File: config.mk
export PLATFORM = sky130hd
export DESIGN_NAME = ram_arbiter
export DESIGN_NICKNAME = d
export VERILOG_FILES = /design/src/rtl/ram_arbiter.sv
export SDC_FILE = /design/constraint.sdc
export NUM_CORES = 1
export LEC_CHECK = 0
export ABC_AREA = 1
export ABC_CLOCK_PERIOD_IN_PS = 1840
export BUFFER_PORTS_ARGS = -buffer_cell sky130_fd_sc_hd__buf_2
export CAP_MARGIN = 5
export CORE_MARGIN = 5
export CORE_UTILIZATION = 47
export DETAILED_ROUTE_END_ITERATION = 8
export HOLD_SLACK_MARGIN = 0.06
export PLACE_DENSITY_LB_ADDON = 0.25
export SLEW_MARGIN = 20
export SYNTH_ARGS = -nofsm -noshare
export SYNTH_HDL_FRONTEND = slang
export SYNTH_SLANG_ARGS = --single-unit
File: constraint.sdc
create_clock -name clk_sys -period 1.84 [get_ports clk_sys]
set_clock_uncertainty 0.05 [all_clocks]
set_input_delay 0.092 -clock clk_sys [delete_from_list [all_inputs] [get_ports clk_sys]]
set_output_delay 0.092 -clock clk_sys [all_outputs]
set_load 0.005 [all_outputs]
File: src/rtl/ram_arbiter.sv
// ram_arbiter: sequences dma, tape, fdd and cpu accesses onto the single sram port.
// Fixed priority dma > tape > fdd > cpu, with a starvation escape for the cpu.
module ram_arbiter #(
   parameter int AW     = 25,
   parameter int STARVE = 4
) (
   input  logic          clk_sys,
   input  logic          reset_n,
   input  logic          dma_req,
   input  logic          dma_we,
   input  logic [AW-1:0] dma_addr,
   input  logic [7:0]    dma_din,
   output logic          dma_ack,
   input  logic          tape_req,
   input  logic [AW-1:0] tape_addr,
   output logic          tape_ack,
   output logic [7:0]    tape_dout,
   input  logic          fdd_req,
   input  logic [AW-1:0] fdd_addr,
   output logic          fdd_ack,
   output logic [7:0]    fdd_dout,
   input  logic          cpu_req,
   input  logic          cpu_we,
   input  logic [AW-1:0] cpu_addr,
   input  logic [7:0]    cpu_din,
   output logic          cpu_ack,
   output logic [7:0]    cpu_dout,
   output logic          cpu_wait,
   output logic [AW-1:0] mem_addr,
   output logic [7:0]    mem_din,
   output logic          mem_rd,
   output logic          mem_we,
   input  logic [7:0]    mem_dout,
   input  logic          mem_ready
);

   typedef enum logic [2:0] {
      S_IDLE, S_ISSUE, S_GAP, S_WAIT, S_DONE
   } state_t;

   localparam logic [1:0] ID_DMA  = 2'd0;
   localparam logic [1:0] ID_TAPE = 2'd1;
   localparam logic [1:0] ID_FDD  = 2'd2;
   localparam logic [1:0] ID_CPU  = 2'd3;
   localparam logic [3:0] STARVE_L = 4'(STARVE);

   state_t        state;
   logic [1:0]    gnt_id;
   logic          gnt_we;
   logic [3:0]    starve_cnt;
   logic [3:0]    mask;
   logic [3:0]    req_v;
   logic          any_req;
   logic          cpu_first;
   logic [1:0]    win_id;
   logic [AW-1:0] win_addr;
   logic [7:0]    win_din;
   logic          win_we;

   // the requester acked last cycle sits out one arbitration round
   assign req_v     = {cpu_req, fdd_req, tape_req, dma_req} & ~mask;
   assign any_req   = |req_v;
   assign cpu_first = req_v[3] & (starve_cnt == STARVE_L);
   assign cpu_wait  = cpu_req & ~cpu_ack;

   always_comb begin
      win_id   = ID_CPU;
      win_addr = cpu_addr;
      win_din  = cpu_din;
      win_we   = cpu_we;
      if (req_v[0]) begin
         win_id   = ID_DMA;
         win_addr = dma_addr;
         win_din  = dma_din;
         win_we   = dma_we;
      end else if (cpu_first) begin
         win_id   = ID_CPU;
      end else if (req_v[1]) begin
         win_id   = ID_TAPE;
         win_addr = tape_addr;
         win_din  = 8'h00;
         win_we   = 1'b0;
      end else if (req_v[2]) begin
         win_id   = ID_FDD;
         win_addr = fdd_addr;
         win_din  = 8'h00;
         win_we   = 1'b0;
      end
   end

   always_ff @(posedge clk_sys or negedge reset_n) begin
      if (!reset_n) begin
         state      <= S_IDLE;
         gnt_id     <= ID_DMA;
         gnt_we     <= 1'b0;
         starve_cnt <= 4'd0;
         mask       <= 4'd0;
         mem_addr   <= '0;
         mem_din    <= 8'h00;
         mem_rd     <= 1'b0;
         mem_we     <= 1'b0;
         dma_ack    <= 1'b0;
         tape_ack   <= 1'b0;
         fdd_ack    <= 1'b0;
         cpu_ack    <= 1'b0;
         tape_dout  <= 8'h00;
         fdd_dout   <= 8'h00;
         cpu_dout   <= 8'h00;
      end else begin
         mem_rd   <= 1'b0;
         mem_we   <= 1'b0;
         dma_ack  <= 1'b0;
         tape_ack <= 1'b0;
         fdd_ack  <= 1'b0;
         cpu_ack  <= 1'b0;
         mask     <= 4'd0;
         if (!cpu_req) starve_cnt <= 4'd0;
         unique case (state)
            S_IDLE: begin
               if (mem_ready && any_req) begin
                  state    <= S_ISSUE;
                  gnt_id   <= win_id;
                  gnt_we   <= win_we;
                  mem_addr <= win_addr;
                  mem_din  <= win_din;
                  mem_we   <= win_we;
                  mem_rd   <= ~win_we;
                  if (win_id == ID_CPU)
                     starve_cnt <= 4'd0;
                  else if (cpu_req && starve_cnt != STARVE_L)
                     starve_cnt <= starve_cnt + 4'd1;
               end
            end
            S_ISSUE: state <= S_GAP;
            // controller needs a cycle before mem_ready reflects the command
            S_GAP:   state <= S_WAIT;
            S_WAIT: begin
               if (mem_ready) begin
                  state <= S_DONE;
                  unique case (gnt_id)
                     ID_DMA:  dma_ack  <= 1'b1;
                     ID_TAPE: tape_ack <= 1'b1;
                     ID_FDD:  fdd_ack  <= 1'b1;
                     default: cpu_ack  <= 1'b1;
                  endcase
                  if (!gnt_we) begin
                     unique case (gnt_id)
                        ID_TAPE: tape_dout <= mem_dout;
                        ID_FDD:  fdd_dout  <= mem_dout;
                        ID_CPU:  cpu_dout  <= mem_dout;
                        default: ;
                     endcase
                  end
               end
            end
            S_DONE: begin
               state <= S_IDLE;
               mask  <= 4'b0001 << gnt_id;
            end
            default: state <= S_IDLE;
         endcase
      end
   end

endmodule

### Yosys cells after proc, flatten, opt, wreduce, memory -nomap -nowiden

Cells that the tools add are included.
W data, S select, Z words.

| storage, ports and cells | value |
|---|---|
| bits in latches | 0 |
| RAM bits | 0 |
| flip-flop bits (word level) | 77 |
| input bits | 133 |
| bits in read-only memories | 0 |
| logic and storage cells | 89 |
| output and inout bits | 64 |
| memories kept | 0 |

| cells by class | value |
|---|---|
| shift-type cells | 1 |
| reductions and logical operators | 11 |
| div/mod/pow operators | 0 |
| eq/ne operators | 12 |
| $add $sub $neg | 1 |
| mux-type cells | 41 |
| multiply operators | 0 |
| $lt $le $gt $ge | 0 |
| bitwise gates (word level) | 7 |

Operators with widths:

| operator | count |
|---|---|
| $mux W25 | 4 |
| $mux W8 | 4 |
| $mux W4 | 6 |
| $mux W1 | 21 |
| $pmux W3 S4 | 1 |
| $reduce_and A4 Y1 | 3 |
| $eq A2 B2 Y1 const B | 3 |
| $eq A3 B2 Y1 const B | 2 |
| $mux W2 | 3 |
| $mux W3 | 2 |
| $add A4 B1 Y4 const B | 1 |
| $and A4 B4 Y4 | 1 |
| $eq A4 B3 Y1 const B | 1 |
| $ne A2 B2 Y1 const B | 2 |
| $ne A4 B3 Y1 const B | 1 |
| $not A4 Y4 | 1 |
| $reduce_and A2 Y1 | 2 |
| $reduce_or A4 Y1 | 1 |
| $shl A1 B2 Y4 const A | 1 |
| $eq A3 B1 Y1 const B | 1 |
| $eq A3 B3 Y1 const B | 1 |
| $logic_not A3 Y1 | 1 |
| $not A1 Y1 | 3 |
| $reduce_or A3 Y1 | 1 |
| other kinds (4) | 6 |

### Logic depth before layout (Yosys ltp)

Gate-level depths: netlist of the first run.

| logic depth | value |
|---|---|
| depth after elaboration | 10 |
| gate-level depth with buffers | 11 |
| mapped depth without buffers | 11 |

### Worst setup path before layout of the first run

OpenSTA, ideal clock, no wires.

| timing | value |
|---|---|
| path kind | flip-flop to flip-flop |
| start point | reg starve_cnt[0] |
| end point | reg mem_addr[10] |
| arrival | 1.346 ns |
| buffers on the path | 1 |
| setup time | 0.124 ns |
| period minus slack after synthesis | 1.520 ns |
| required time | 1.666 ns |
| stages on the path, launching flop included | 12 |
| slack | 0.320 ns |
| path through | dfrtp_1 -> inv_1 -> ha_1 -> nand2_2 -> nor2_4 -> nand2_4 -> nand2_4 -> nand2_4 -> clkinv_2 -> buf_6 -> nand3_1 -> nand3_1 |

| on the way | value |
|---|---|
| longest elaborated chain between the ends | 4 |

Ends and longest elaborated chain:

| what | line | text |
|---|---|---|
| start: declaration | 50 | `logic [3:0] starve_cnt;` |
| start signal: assignment | 131 | `starve_cnt <= starve_cnt + 4'd1;` |
| $eq A4 B3 Y1 | 63 | `assign cpu_first = req_v[3] & (starve_cnt == STARVE_L);` |
| $and A1 B1 Y1 | 63 |  |
| $mux W25 | 76 | `end else if (cpu_first) begin` |
| $mux W25 | 71 | `if (req_v[0]) begin` |
| end signal: assignment | 124 | `mem_addr <= win_addr;` |
| end: declaration | 29 | `output logic [AW-1:0] mem_addr,` |

No other way between the ends.
A chain may end at the register's enable or synchronous reset.

### Worst setup path after layout of the first run

| timing | value |
|---|---|
| start point | reg starve_cnt[1] |
| end point | reg starve_cnt[1] |

| on the way | value |
|---|---|
| longest elaborated chain between the ends | 8 |
| elaborated cells on any way between the ends | 13 |
| classes of those cells | add/sub: 1; eq/ne: 3; mux: 7; bitwise: 1; reduce/logical: 1 |

Ends and longest elaborated chain:

| what | line | text |
|---|---|---|
| $eq A4 B3 Y1 | 63 |  |
| $and A1 B1 Y1 | 63 |  |
| $mux W2 | 76 |  |
| $mux W2 | 71 |  |
| $eq A2 B2 Y1 | 128 | `if (win_id == ID_CPU)` |
| $mux W4 | 128 |  |
| $mux W4 | 120 | `if (mem_ready && any_req) begin` |
| $mux W4 * | 118 | `unique case (state)` |

Every way passes the cells marked *; elsewhere a longest branch is shown, timed or not.

==> flow_metrics.tcl, run 1 <==
set metrics [dict create \
    most-common-layout-cells "sky130_fd_sc_hd__nand2_1, sky130_fd_sc_hd__buf_2, sky130_fd_sc_hd__dfrtp_1" \
    slew_viol_final 0 \
    remaining_routing_drc_violations 0 \
    synth_sequential_area_ratio_pct 46.2 \
    port_buffer_cells 196 \
    syn2layout_area_growth_pct 50.5 \
    totalWireLength_um 13600 \
    clock_path_buffers 2 \
    final_common_cell "sky130_fd_sc_hd__nand2_1" \
    io_pins 197 \
    p_leak_nw 3.63 \
    globalRouteOverflowTotal 0 \
    num_vias 4780 \
    setup_viol_count_final 0 \
    worstSetupEndpointType "register" \
    clkTransAtPathRegs_ns 0.08 \
    count_of_tritonroute_iterations_in_the_first_routing_pass 5 \
    netSwitchingPower_mw 2.42 \
    worstRegToRegCells 12 \
    synth.lib_cells_used.distinct 25 \
    dieArea_um2 10900 \
    rows 34 \
    grt_busiest_layer "met2" \
    preCtsSetupSlack_ns -0.113 \
    ys.warnings.count 0 \
    place_hpwl_um 9280 \
    global_route_wire_length_before_repair_um 22800 \
    intPower_mw 4.19 \
    timing_worst_setup_path_type "reg2reg" \
    fillerInstances 670 \
    worstReg2RegEnd "starve_cnt[1]" \
    syn_area_um2 4170 \
    worst_hold_startpoint "cpu_we" \
    timing_worst_slew_pin_value_ns 0.579 \
    post-route-worst-setup-slack_ns 0.137 \
    r2r_slack_ns 0.14 \
    share_clk_of_total_power_pct 19.9 \
    drt-wirelength-per-cell_um 13.7 \
    finalNetCount 1009 \
    dieWidth_um 104 \
    critPathRequiredTime_ns 2.03 \
    ys_ff_latch 77 \
    core-area_um2 8680 \
    die_y_extent_um 104 \
    p_total_mw 6.61 \
    syn-num-nets 737 \
    final_antenna_net_count 0 \
    run_status "completed" \
    largest_net_degree_at_the_start_of_global_routing 43 \
    use_met2_pct 43.5 \
    grt.met1_usage_pct 29.7 \
    post-route-period-util_pct 92.5 \
    route.detailed.vias_per_inst 4.84 \
    antenna_cells_inserted 0 \
    crit_fanout 12 \
    post_synth.cell_area_avg_um2 6.93 \
    worst_r2r_startpoint "starve_cnt[1]" \
    root_buffer "sky130_fd_sc_hd__clkbuf_8" \
    first_global_vias 4756 \
    power.switching_fraction_pct 36.6 \
    pwr-share-comb_pct 38.3 \
    final_layout_size_suffix_gt1_share_pct 28.1 \
    hold_path_endpoint "mem_rd" \
    clkLatencyLatePin_ns 0.34 \
    power.sequential.fraction_pct 41.8 \
    initial_core_util_pct 48.1 \
    clock_sink_count 77 \
    first_iter_violations 211 \
    setup.worst_path.start_class "register" \
    whs_path_depth 4 \
    rsz_0062_raised_after_global_routing "yes" \
    holdCritPathClass "in2reg" \
    vdd_ir_drop_max_v 0.000721 \
    clock_buffers_created_by_tritoncts 9 \
    routabilityCongestion 0.867 \
    worstPathArrival_ns 1.89 \
    antenna_found_initial 0 \
    timing.final.hold_violations 0 \
    achievable-frequency_mhz 587 \
    grtUsageTotal_pct 24.9 \
    cts_tree "built" \
    cts-htree-levels 3 \
    fin_hold_ws_ns 0.0689 \
    groute.layer.met3.usage_pct 6.21 \
    post_synthesis_instance_total 602 \
    max_slew_margin_pct 61.3 \
    drv_cap 0 \
    powerDensity_nw_per_um2 1050 \
    period_needed_ns 1.70 \
]
==> final cells by class <==
type	count	area, um2	share of cell area (%)
clock inverters	6	71.3	1.14
flip-flops and latches	77	1930	30.7
multi-input cells	446	1920	30.6
repair buffers	285	1880	30.0
clock buffers	10	138	2.19
inverters	55	209	3.33
well taps	108	135	2.15
==> cell families (layout without fill, tap and decap cells) <==
logic type	count (synthesis)	in the layout	synth area share, %
AND/OR/NAND/NOR	388	388	37.9
buffers and inverters	79	356	8.48
flip-flops	77	77	46.2
AO/OA/AOI/OAI	55	55	6.62
adder cells (fa/ha/maj)	2	2	0.599
XOR/XNOR	1	1	0.210
==> per-layer routing <==
| layer | vias to the layer above | share of wire (%) |
|---|---|---|
| met5 | - | 0 |
| met4 | 0 | 2.1 |
| met3 | 30 | 8.7 |
| met2 | 227 | 49 |
| met1 | 2137 | 40 |
| li1 | 2386 | - |
==> power by group through the flow <==
stage	clock (mW)	combinational [mW]	sequential (mW)
after floorplan	0	1.24	2.79
after global placement	0	2.30	2.77
after detailed placement	0	2.39	2.78
after CTS	1.35	2.52	2.76
after global routing	1.43	2.88	2.84
final	1.31	2.53	2.77
==> registers in the layout, summed over array words and instances, names as in the netlist <==
register / count
mem_addr: 25
cpu_dout: 8
fdd_dout: 8
mem_din: 8
tape_dout: 8
mask: 4
starve_cnt: 4
state: 3
gnt_id: 2
cpu_ack: 1
dma_ack: 1
fdd_ack: 1
gnt_we: 1
mem_rd: 1
mem_we: 1
tape_ack: 1
==> Yosys cell counts <==
cell type                  number  share of area (%)
sky130_fd_sc_hd__nor3_1         2               0.24
sky130_fd_sc_hd__nor2_2         6               0.90
sky130_fd_sc_hd__clkinv_2       1               0.12
sky130_fd_sc_hd__nand4_2        1               0.30
sky130_fd_sc_hd__buf_2          9                1.1
sky130_fd_sc_hd__nor2_4         3               0.81
sky130_fd_sc_hd__clkbuf_1       7               0.63
sky130_fd_sc_hd__o21ai_1        1               0.12
sky130_fd_sc_hd__buf_4          2               0.36
sky130_fd_sc_hd__buf_1          1              0.090
sky130_fd_sc_hd__nand2_1      285                 26
sky130_fd_sc_hd__buf_6          5                1.3
sky130_fd_sc_hd__inv_1         52                4.7
sky130_fd_sc_hd__inv_2          2               0.18
sky130_fd_sc_hd__o22ai_1        1               0.15
sky130_fd_sc_hd__xor2_1         1               0.21
sky130_fd_sc_hd__nand3_1       32                3.8
sky130_fd_sc_hd__a21oi_1       18                2.2
sky130_fd_sc_hd__dfrtp_1       77                 46
sky130_fd_sc_hd__nand4_1        1               0.15
sky130_fd_sc_hd__nor2_1        52                4.7
sky130_fd_sc_hd__ha_1           2               0.60
sky130_fd_sc_hd__o21ai_0       35                4.2
sky130_fd_sc_hd__nand2_4        4                1.1
sky130_fd_sc_hd__nand2_2        2               0.30
==> repair_timing <==
action                                  4_1_cts  5_1_grt
resized for setup                             1        6
endpoints found under the setup margin       11       35
endpoints found under the hold margin        95        0
pin swaps                                     0        1
hold buffers                                 76        0
buffers inserted                              0        1
==> critical path: stages (launching register included) <==
cell and delay [ns]:
sky130_fd_sc_hd__dfrtp_1 0.41, sky130_fd_sc_hd__inv_1 0.07, sky130_fd_sc_hd__ha_1 0.18, sky130_fd_sc_hd__nand2_2 0.08, sky130_fd_sc_hd__nor2_4 0.10, sky130_fd_sc_hd__buf_4 0.14
sky130_fd_sc_hd__nand2_4 0.06, sky130_fd_sc_hd__nand2_4 0.08, sky130_fd_sc_hd__nand2_4 0.09, sky130_fd_sc_hd__inv_4 0.15, sky130_fd_sc_hd__nand2_1 0.07, sky130_fd_sc_hd__nand2_1 0.07
sky130_fd_sc_hd__nor2_1 0.04
==> stage by stage <==
step	setup TNS (ns)	utilization (%)	instances	cell area, um2
finish	0	72.4	987	6280
global route	-0.0416	72.4	987	6280
CTS	0	72.0	986	6250
detailed placement	-0.802	60.8	894	5270
global placement	0	60.8	894	5270
floorplan	0	-	602	4170
==> how the worst max path moves through the flow <==
stage                       start            end  slack, ns
floorplan           starve_cnt[0]   mem_addr[10]       0.32
global placement    starve_cnt[1]   mem_addr[10]       0.02
detailed placement  starve_cnt[1]   mem_addr[23]      -0.11
CTS                 starve_cnt[1]   mem_addr[15]        0.1
global route        starve_cnt[1]   mem_addr[23]      -0.02
finish              starve_cnt[1]  starve_cnt[1]       0.14
(Power assumes the default switching activity.)
==> run 2, diff against run 1 <==
--- a/config.mk
+++ b/config.mk
@@ -9,11 +9,12 @@
 export ABC_CLOCK_PERIOD_IN_PS = 1840
 export BUFFER_PORTS_ARGS = -buffer_cell sky130_fd_sc_hd__buf_2
 export CAP_MARGIN = 5
+export CORE_ASPECT_RATIO = 2
 export CORE_MARGIN = 5
 export CORE_UTILIZATION = 47
 export DETAILED_ROUTE_END_ITERATION = 8
 export HOLD_SLACK_MARGIN = 0.06
-export PLACE_DENSITY_LB_ADDON = 0.25
+export PLACE_DENSITY = 0.81
 export SLEW_MARGIN = 20
 export SYNTH_ARGS = -nofsm -noshare
 export SYNTH_HDL_FRONTEND = slang
==> run 2 against run 1 <==
  * Combinational power is 2% higher
  * Sequential power hardly changed
  * Via count is 1.4% higher
  * Largest power group unchanged
==> flow_metrics.tcl, run 2 (synthesis gave the netlist of run 1 again) <==
set metrics [dict create \
    run_status "completed" \
    first_iter_violations 212 \
    clkLatencyLatePin_ns 0.34 \
    count_of_tritonroute_iterations_in_the_first_routing_pass 5 \
    io_pins 197 \
    clock_buffers_created_by_tritoncts 9 \
    dp_cells 891 \
    port_buffer_cells 196 \
    dieArea_um2 11000 \
    syn2layout_area_growth_pct 49.3 \
    dieWidth_um 76.6 \
    clock_path_buffers 2 \
    grtUsageTotal_pct 26.4 \
    final_layout_size_suffix_gt1_share_pct 28.6 \
    drt-wirelength-per-cell_um 14.9 \
    holdCritPathClass "in2reg" \
    largest_net_degree_at_the_start_of_global_routing 53 \
    cts-htree-levels 3 \
    antenna_found_initial 1 \
    post-route-period-util_pct 94.5 \
    largest_register_ffs 25 \
    p_leak_nw 3.64 \
    setup-tns-final_ns 0 \
    finalNetCount 1002 \
    rsz_0062_raised_after_global_routing "no" \
    clkTransAtPathRegs_ns 0.06 \
    global_route_wire_length_before_repair_um 23300 \
    final_common_cell "sky130_fd_sc_hd__nand2_1" \
    timing.final.hold_violations 0 \
    worstPathArrival_ns 1.91 \
    rows 48 \
    clock_sink_count 77 \
    worstSetupEndpointType "register" \
    critPathRequiredTime_ns 2.01 \
    max_slew_margin_pct 66.0 \
    achievable-frequency_mhz 575 \
    globalRouteOverflowTotal 0 \
    cts_tree "built" \
    setup_viol_count_final 0 \
    routabilityCongestion 0.863 \
    drv_cap 0 \
    place_hpwl_um 10200 \
    timing_worst_slew_pin_value_ns 0.510 \
    timing_worst_setup_path_type "reg2reg" \
    first_global_vias 4884 \
    totalWireLength_um 14500 \
    period_needed_ns 1.74 \
    vdd_ir_drop_max_v 0.000902 \
    slew_viol_final 0 \
    powerDensity_nw_per_um2 1120 \
    top_register "mem_addr" \
    die_y_extent_um 143 \
    remaining_routing_drc_violations 0 \
    core-area_um2 8650 \
    setup.worst_path.start_class "register" \
    root_buffer "sky130_fd_sc_hd__clkbuf_16" \
    num_vias 4849 \
    most-common-layout-cells "sky130_fd_sc_hd__nand2_1, sky130_fd_sc_hd__buf_2, sky130_fd_sc_hd__dfrtp_1" \
    final_antenna_net_count 0 \
    initial_core_util_pct 48.3 \
    crit_fanout 14 \
    layout.cells.non_filler 973 \
    route.detailed.vias_per_inst 4.98 \
]
==> run 2: cell count changes in the layout (fill, tap and decap cells not counted), moves of 2 or more <==
cell,delta
sky130_fd_sc_hd__buf_4,+6
sky130_fd_sc_hd__clkbuf_16,+9
sky130_fd_sc_hd__clkbuf_8,-8
sky130_fd_sc_hd__clkinv_2,+3
sky130_fd_sc_hd__clkinv_4,-2
sky130_fd_sc_hd__dlygate4sd3_1,-11
==> run 2: worst paths after layout <==
check / depth (start not counted) / endpoint / startpoint / slack [ns]
max: 12 / mem_addr[0] / starve_cnt[1] / 0.10
max in group asynchronous: 3 / fdd_dout[5] / reset_n / 1.00
min in group asynchronous: 2 / mem_din[4] / reset_n / 0.15
min: 5 / mem_din[3] / dma_din[3] / 0.07
max reg2reg: 12 / mem_addr[0] / starve_cnt[1] / 0.10
min reg2reg: 2 / mem_addr[7] / mem_addr[7] / 0.42
==> run 2: power breakdown <==
group	switching, mW	internal [mW]	total [mW]
logic	1.42	1.15	2.57
clock network	0.658	0.979	1.64
registers	0.409	2.36	2.77
total	2.49	4.49	6.98
==> run 2: per-layer routing <==
| layer | routed length (um) | vias up | GRT usage (%) | part of all wire [%] |
|---|---|---|---|---|
| met5 | 0 | - | 0 | 0 |
| met2 | 7900 | 227 | 48.9 | 54 |
| met3 | 1020 | 44 | 7.51 | 7.0 |
| met4 | 526 | 0 | 11.8 | 3.6 |
| li1 | - | 2362 | - | - |
| met1 | 5110 | 2216 | 27.1 | 35 |
==> run 2: cell type report <==
type / instances / area [um2]
repair buffers: 278 / 1790
clock inverters: 4 / 22.5
fillers: 677 / 2420
flip-flops and latches: 77 / 1930
diodes: 1 / 2.50
well taps: 100 / 125
clock buffers: 12 / 256
inverters: 55 / 209
multi-input cells: 446 / 1900
==> run 2: metrics by stage <==
| step | setup slack (ns) | total power [mW] | hold slack, ns | cell area (um2) | utilization, % |
|---|---|---|---|---|---|
| finish | 0.102 | 6.98 | 0.0651 | 6230 | 72.0 |
| global route | 0.000760 | 7.49 | 0.0790 | 6230 | 72.0 |
| CTS | 0.0780 | 6.99 | 0.0602 | 6220 | 71.9 |
| detailed placement | -0.0438 | 5.22 | -0.0281 | 5290 | 61.2 |
| global placement | 0.0501 | 5.10 | -0.0284 | 5290 | 61.2 |
| floorplan | 0.320 | 4.03 | -0.254 | 4170 | - |
==> run 2: critical path, cell delays in order (launching register included) <==
cell and delay (ns):
sky130_fd_sc_hd__dfrtp_1 0.39, sky130_fd_sc_hd__inv_1 0.06, sky130_fd_sc_hd__ha_1 0.21, sky130_fd_sc_hd__nand2_2 0.09
sky130_fd_sc_hd__nor2_4 0.04, sky130_fd_sc_hd__buf_4 0.15, sky130_fd_sc_hd__nand2_4 0.06, sky130_fd_sc_hd__nand2_4 0.05
sky130_fd_sc_hd__buf_4 0.19, sky130_fd_sc_hd__a21oi_1 0.16, sky130_fd_sc_hd__nand2_1 0.07, sky130_fd_sc_hd__nand2_1 0.06
sky130_fd_sc_hd__nand2_1 0.04
==> run 2: timing repair <==
action,in CTS,in global routing
setup buffers,0,0
gates resized for setup,1,2
endpoints found under the setup margin,11,7
hold buffers,65,0
endpoints found under the hold margin,133,0
gates cloned,0,0
==> run 3, diff against run 2 <==
==> constraint.sdc (replaced) <==
create_clock -name clk_sys -period 1.84 [get_ports clk_sys]
set_clock_uncertainty 0.05 [all_clocks]
set_input_delay 0.184 -clock clk_sys [delete_from_list [all_inputs] [get_ports clk_sys]]
set_output_delay 0.184 -clock clk_sys [all_outputs]
set_load 0.005 [all_outputs]
==> run 3 against run 2 <==
  * Combinational power down 3%
  * Register-to-register slack about the same
  * Flip-flop and latch count unchanged
  * Die area unchanged
==> flow_metrics.tcl, run 3 (synthesis gave the netlist of run 1 again) <==
set metrics [dict create \
    clkLatencyLatePin_ns 0.33 \
    p_leak_nw 3.48 \
    worstRegToRegCells 12 \
    totalWireLength_um 13200 \
    first_iter_violations 169 \
    remaining_routing_drc_violations 0 \
    run_status "completed" \
    drt-wirelength-per-cell_um 14.2 \
    timing_worst_setup_path_type "reg2reg" \
    postLayoutCellArea_um2 5840 \
    slew_viol_final 0 \
    critPathRequiredTime_ns 2.01 \
    fin_hold_ws_ns 0.0805 \
    setup.worst_path.start_class "register" \
    crit_fanout 14 \
    globalRouteOverflowTotal 0 \
    critical_path.startpoint "starve_cnt[1]" \
    core-area_um2 8650 \
    setup_viol_count_final 0 \
    timing_worst_slew_pin_value_ns 0.559 \
    post-route-worst-setup-slack_ns 0.0877 \
    routabilityCongestion 0.863 \
    clock_path_buffers 2 \
    top_register "mem_addr" \
    max_slew_margin_pct 62.7 \
    num_vias 4551 \
    clock_buffers_created_by_tritoncts 9 \
    count_of_tritonroute_iterations_in_the_first_routing_pass 4 \
    finalNetCount 961 \
    io_pins 197 \
    crit_end "mem_addr[0]" \
    route.detailed.vias_per_inst 4.89 \
    largest_register_ffs 25 \
    clkTransAtPathRegs_ns 0.06 \
    initial_core_util_pct 48.3 \
    grtUsageTotal_pct 23.2 \
    worst_r2r_startpoint "starve_cnt[1]" \
    antenna_found_initial 0 \
    drv_cap 0 \
    port_buffer_cells 196 \
    dieArea_um2 11000 \
    most-common-layout-cells "sky130_fd_sc_hd__nand2_1, sky130_fd_sc_hd__buf_2, sky130_fd_sc_hd__dfrtp_1" \
    worstSetupEndpointType "register" \
    rows 48 \
    die_y_extent_um 143 \
    rsz_0062_raised_after_global_routing "no" \
    final_common_cell "sky130_fd_sc_hd__nand2_1" \
    global_route_wire_length_before_repair_um 20700 \
    achievable-frequency_mhz 571 \
    final_layout_size_suffix_gt1_share_pct 30.6 \
    post-route-period-util_pct 95.2 \
    place_hpwl_um 10100 \
    preCtsSetupSlack_ns -0.0980 \
    syn2layout_area_growth_pct 39.9 \
    timing.final.hold_violations 0 \
    final_antenna_net_count 0 \
    worstPathArrival_ns 1.92 \
    root_buffer "sky130_fd_sc_hd__clkbuf_16" \
    r2r_slack_ns 0.09 \
    largest_net_degree_at_the_start_of_global_routing 53 \
    holdCritPathClass "in2reg" \
    antenna_cells_inserted 0 \
    cts-htree-levels 3 \
    vdd_ir_drop_max_v 0.000825 \
    period_needed_ns 1.75 \
    dieWidth_um 76.6 \
    dpl_cell_area_um2 5290 \
    whs_path_depth 3 \
    worstReg2RegEnd "mem_addr[0]" \
    first_global_vias 4515 \
    cts_tree "built" \
    clock_sink_count 77 \
    powerDensity_nw_per_um2 1210 \
]
==> run 3: cell count changes in the layout (fill, tap and decap cells not counted) <==
cell,change
sky130_fd_sc_hd__buf_4,+4
sky130_fd_sc_hd__diode_2,-1
sky130_fd_sc_hd__clkbuf_1,-1
sky130_fd_sc_hd__clkinvlp_4,-1
sky130_fd_sc_hd__bufinv_16,+1
sky130_fd_sc_hd__dlygate4sd3_1,-45
sky130_fd_sc_hd__clkbuf_8,+1
==> run 3: metal layers <==
metal / GRT usage, % / routed length, um / share of wire [%] / vias up
met5: 0 / 0 / 0 / -
met4: 9.03 / 279 / 2.1 / 0
met3: 6.31 / 938 / 7.1 / 28
met2: 43.6 / 7270 / 55 / 184
met1: 24.1 / 4730 / 36 / 2057
li1: - / - / - / 2282
==> run 3: final cells by class <==
class,count,area [um2]
fill,739,2810
timing repair buffer,237,1370
sequential,77,1930
inverter,55,209
clock buffer,12,267
tap,100,125
multi-input combinational,446,1900
clock inverter,4,45.0
==> run 3: what timing repair did <==
item,CTS,global route
endpoints found under the setup margin,11,8
resized for setup,1,2
hold endpoints to repair,44,0
hold buffers,20,0
setup buffers,0,4
==> run 3: through the flow <==
stage                     power (mW)  cells  TNS [ns]  util (%)
final                           7.06    931         0      67.5
after detailed placement        5.22    891    -0.868      61.2
after CTS                       7.09    927         0      67.1
after floorplan                 4.03    602         0         -
after global routing            7.59    931         0      67.5
after global placement          5.10    891         0      61.2
==> run 3: how the worst min path moves through the flow <==
stage	start	slack, ns	endpoint
finish	mem_dout[7]	0.08	tape_dout[7]
global placement	reset_n	0.06	mem_din[5]
detailed placement	reset_n	0.07	mem_din[4]
floorplan	reset_n	-0.16	cpu_ack
global route	mem_dout[7]	0.09	tape_dout[7]
CTS	mem_dout[7]	0.07	tape_dout[7]
==> run 3: power breakdown <==
part,switching (mW),total (mW),internal (mW),leakage [nW]
Combinational,1.38,2.49,1.11,2.35
Clock,0.646,1.80,1.15,0.158
Sequential,0.410,2.77,2.36,0.980
==> run 3: worst max-delay path, cell delays in order (launching register included) <==
cell,delay (ns)
sky130_fd_sc_hd__dfrtp_1,0.39
sky130_fd_sc_hd__inv_1,0.06
sky130_fd_sc_hd__ha_1,0.21
sky130_fd_sc_hd__nand2_2,0.09
sky130_fd_sc_hd__nor2_4,0.04
sky130_fd_sc_hd__buf_4,0.15
sky130_fd_sc_hd__nand2_4,0.06
sky130_fd_sc_hd__nand2_4,0.05
sky130_fd_sc_hd__buf_4,0.19
sky130_fd_sc_hd__a21oi_1,0.15
sky130_fd_sc_hd__nand2_1,0.08
sky130_fd_sc_hd__nand2_1,0.06
sky130_fd_sc_hd__nand2_1,0.04
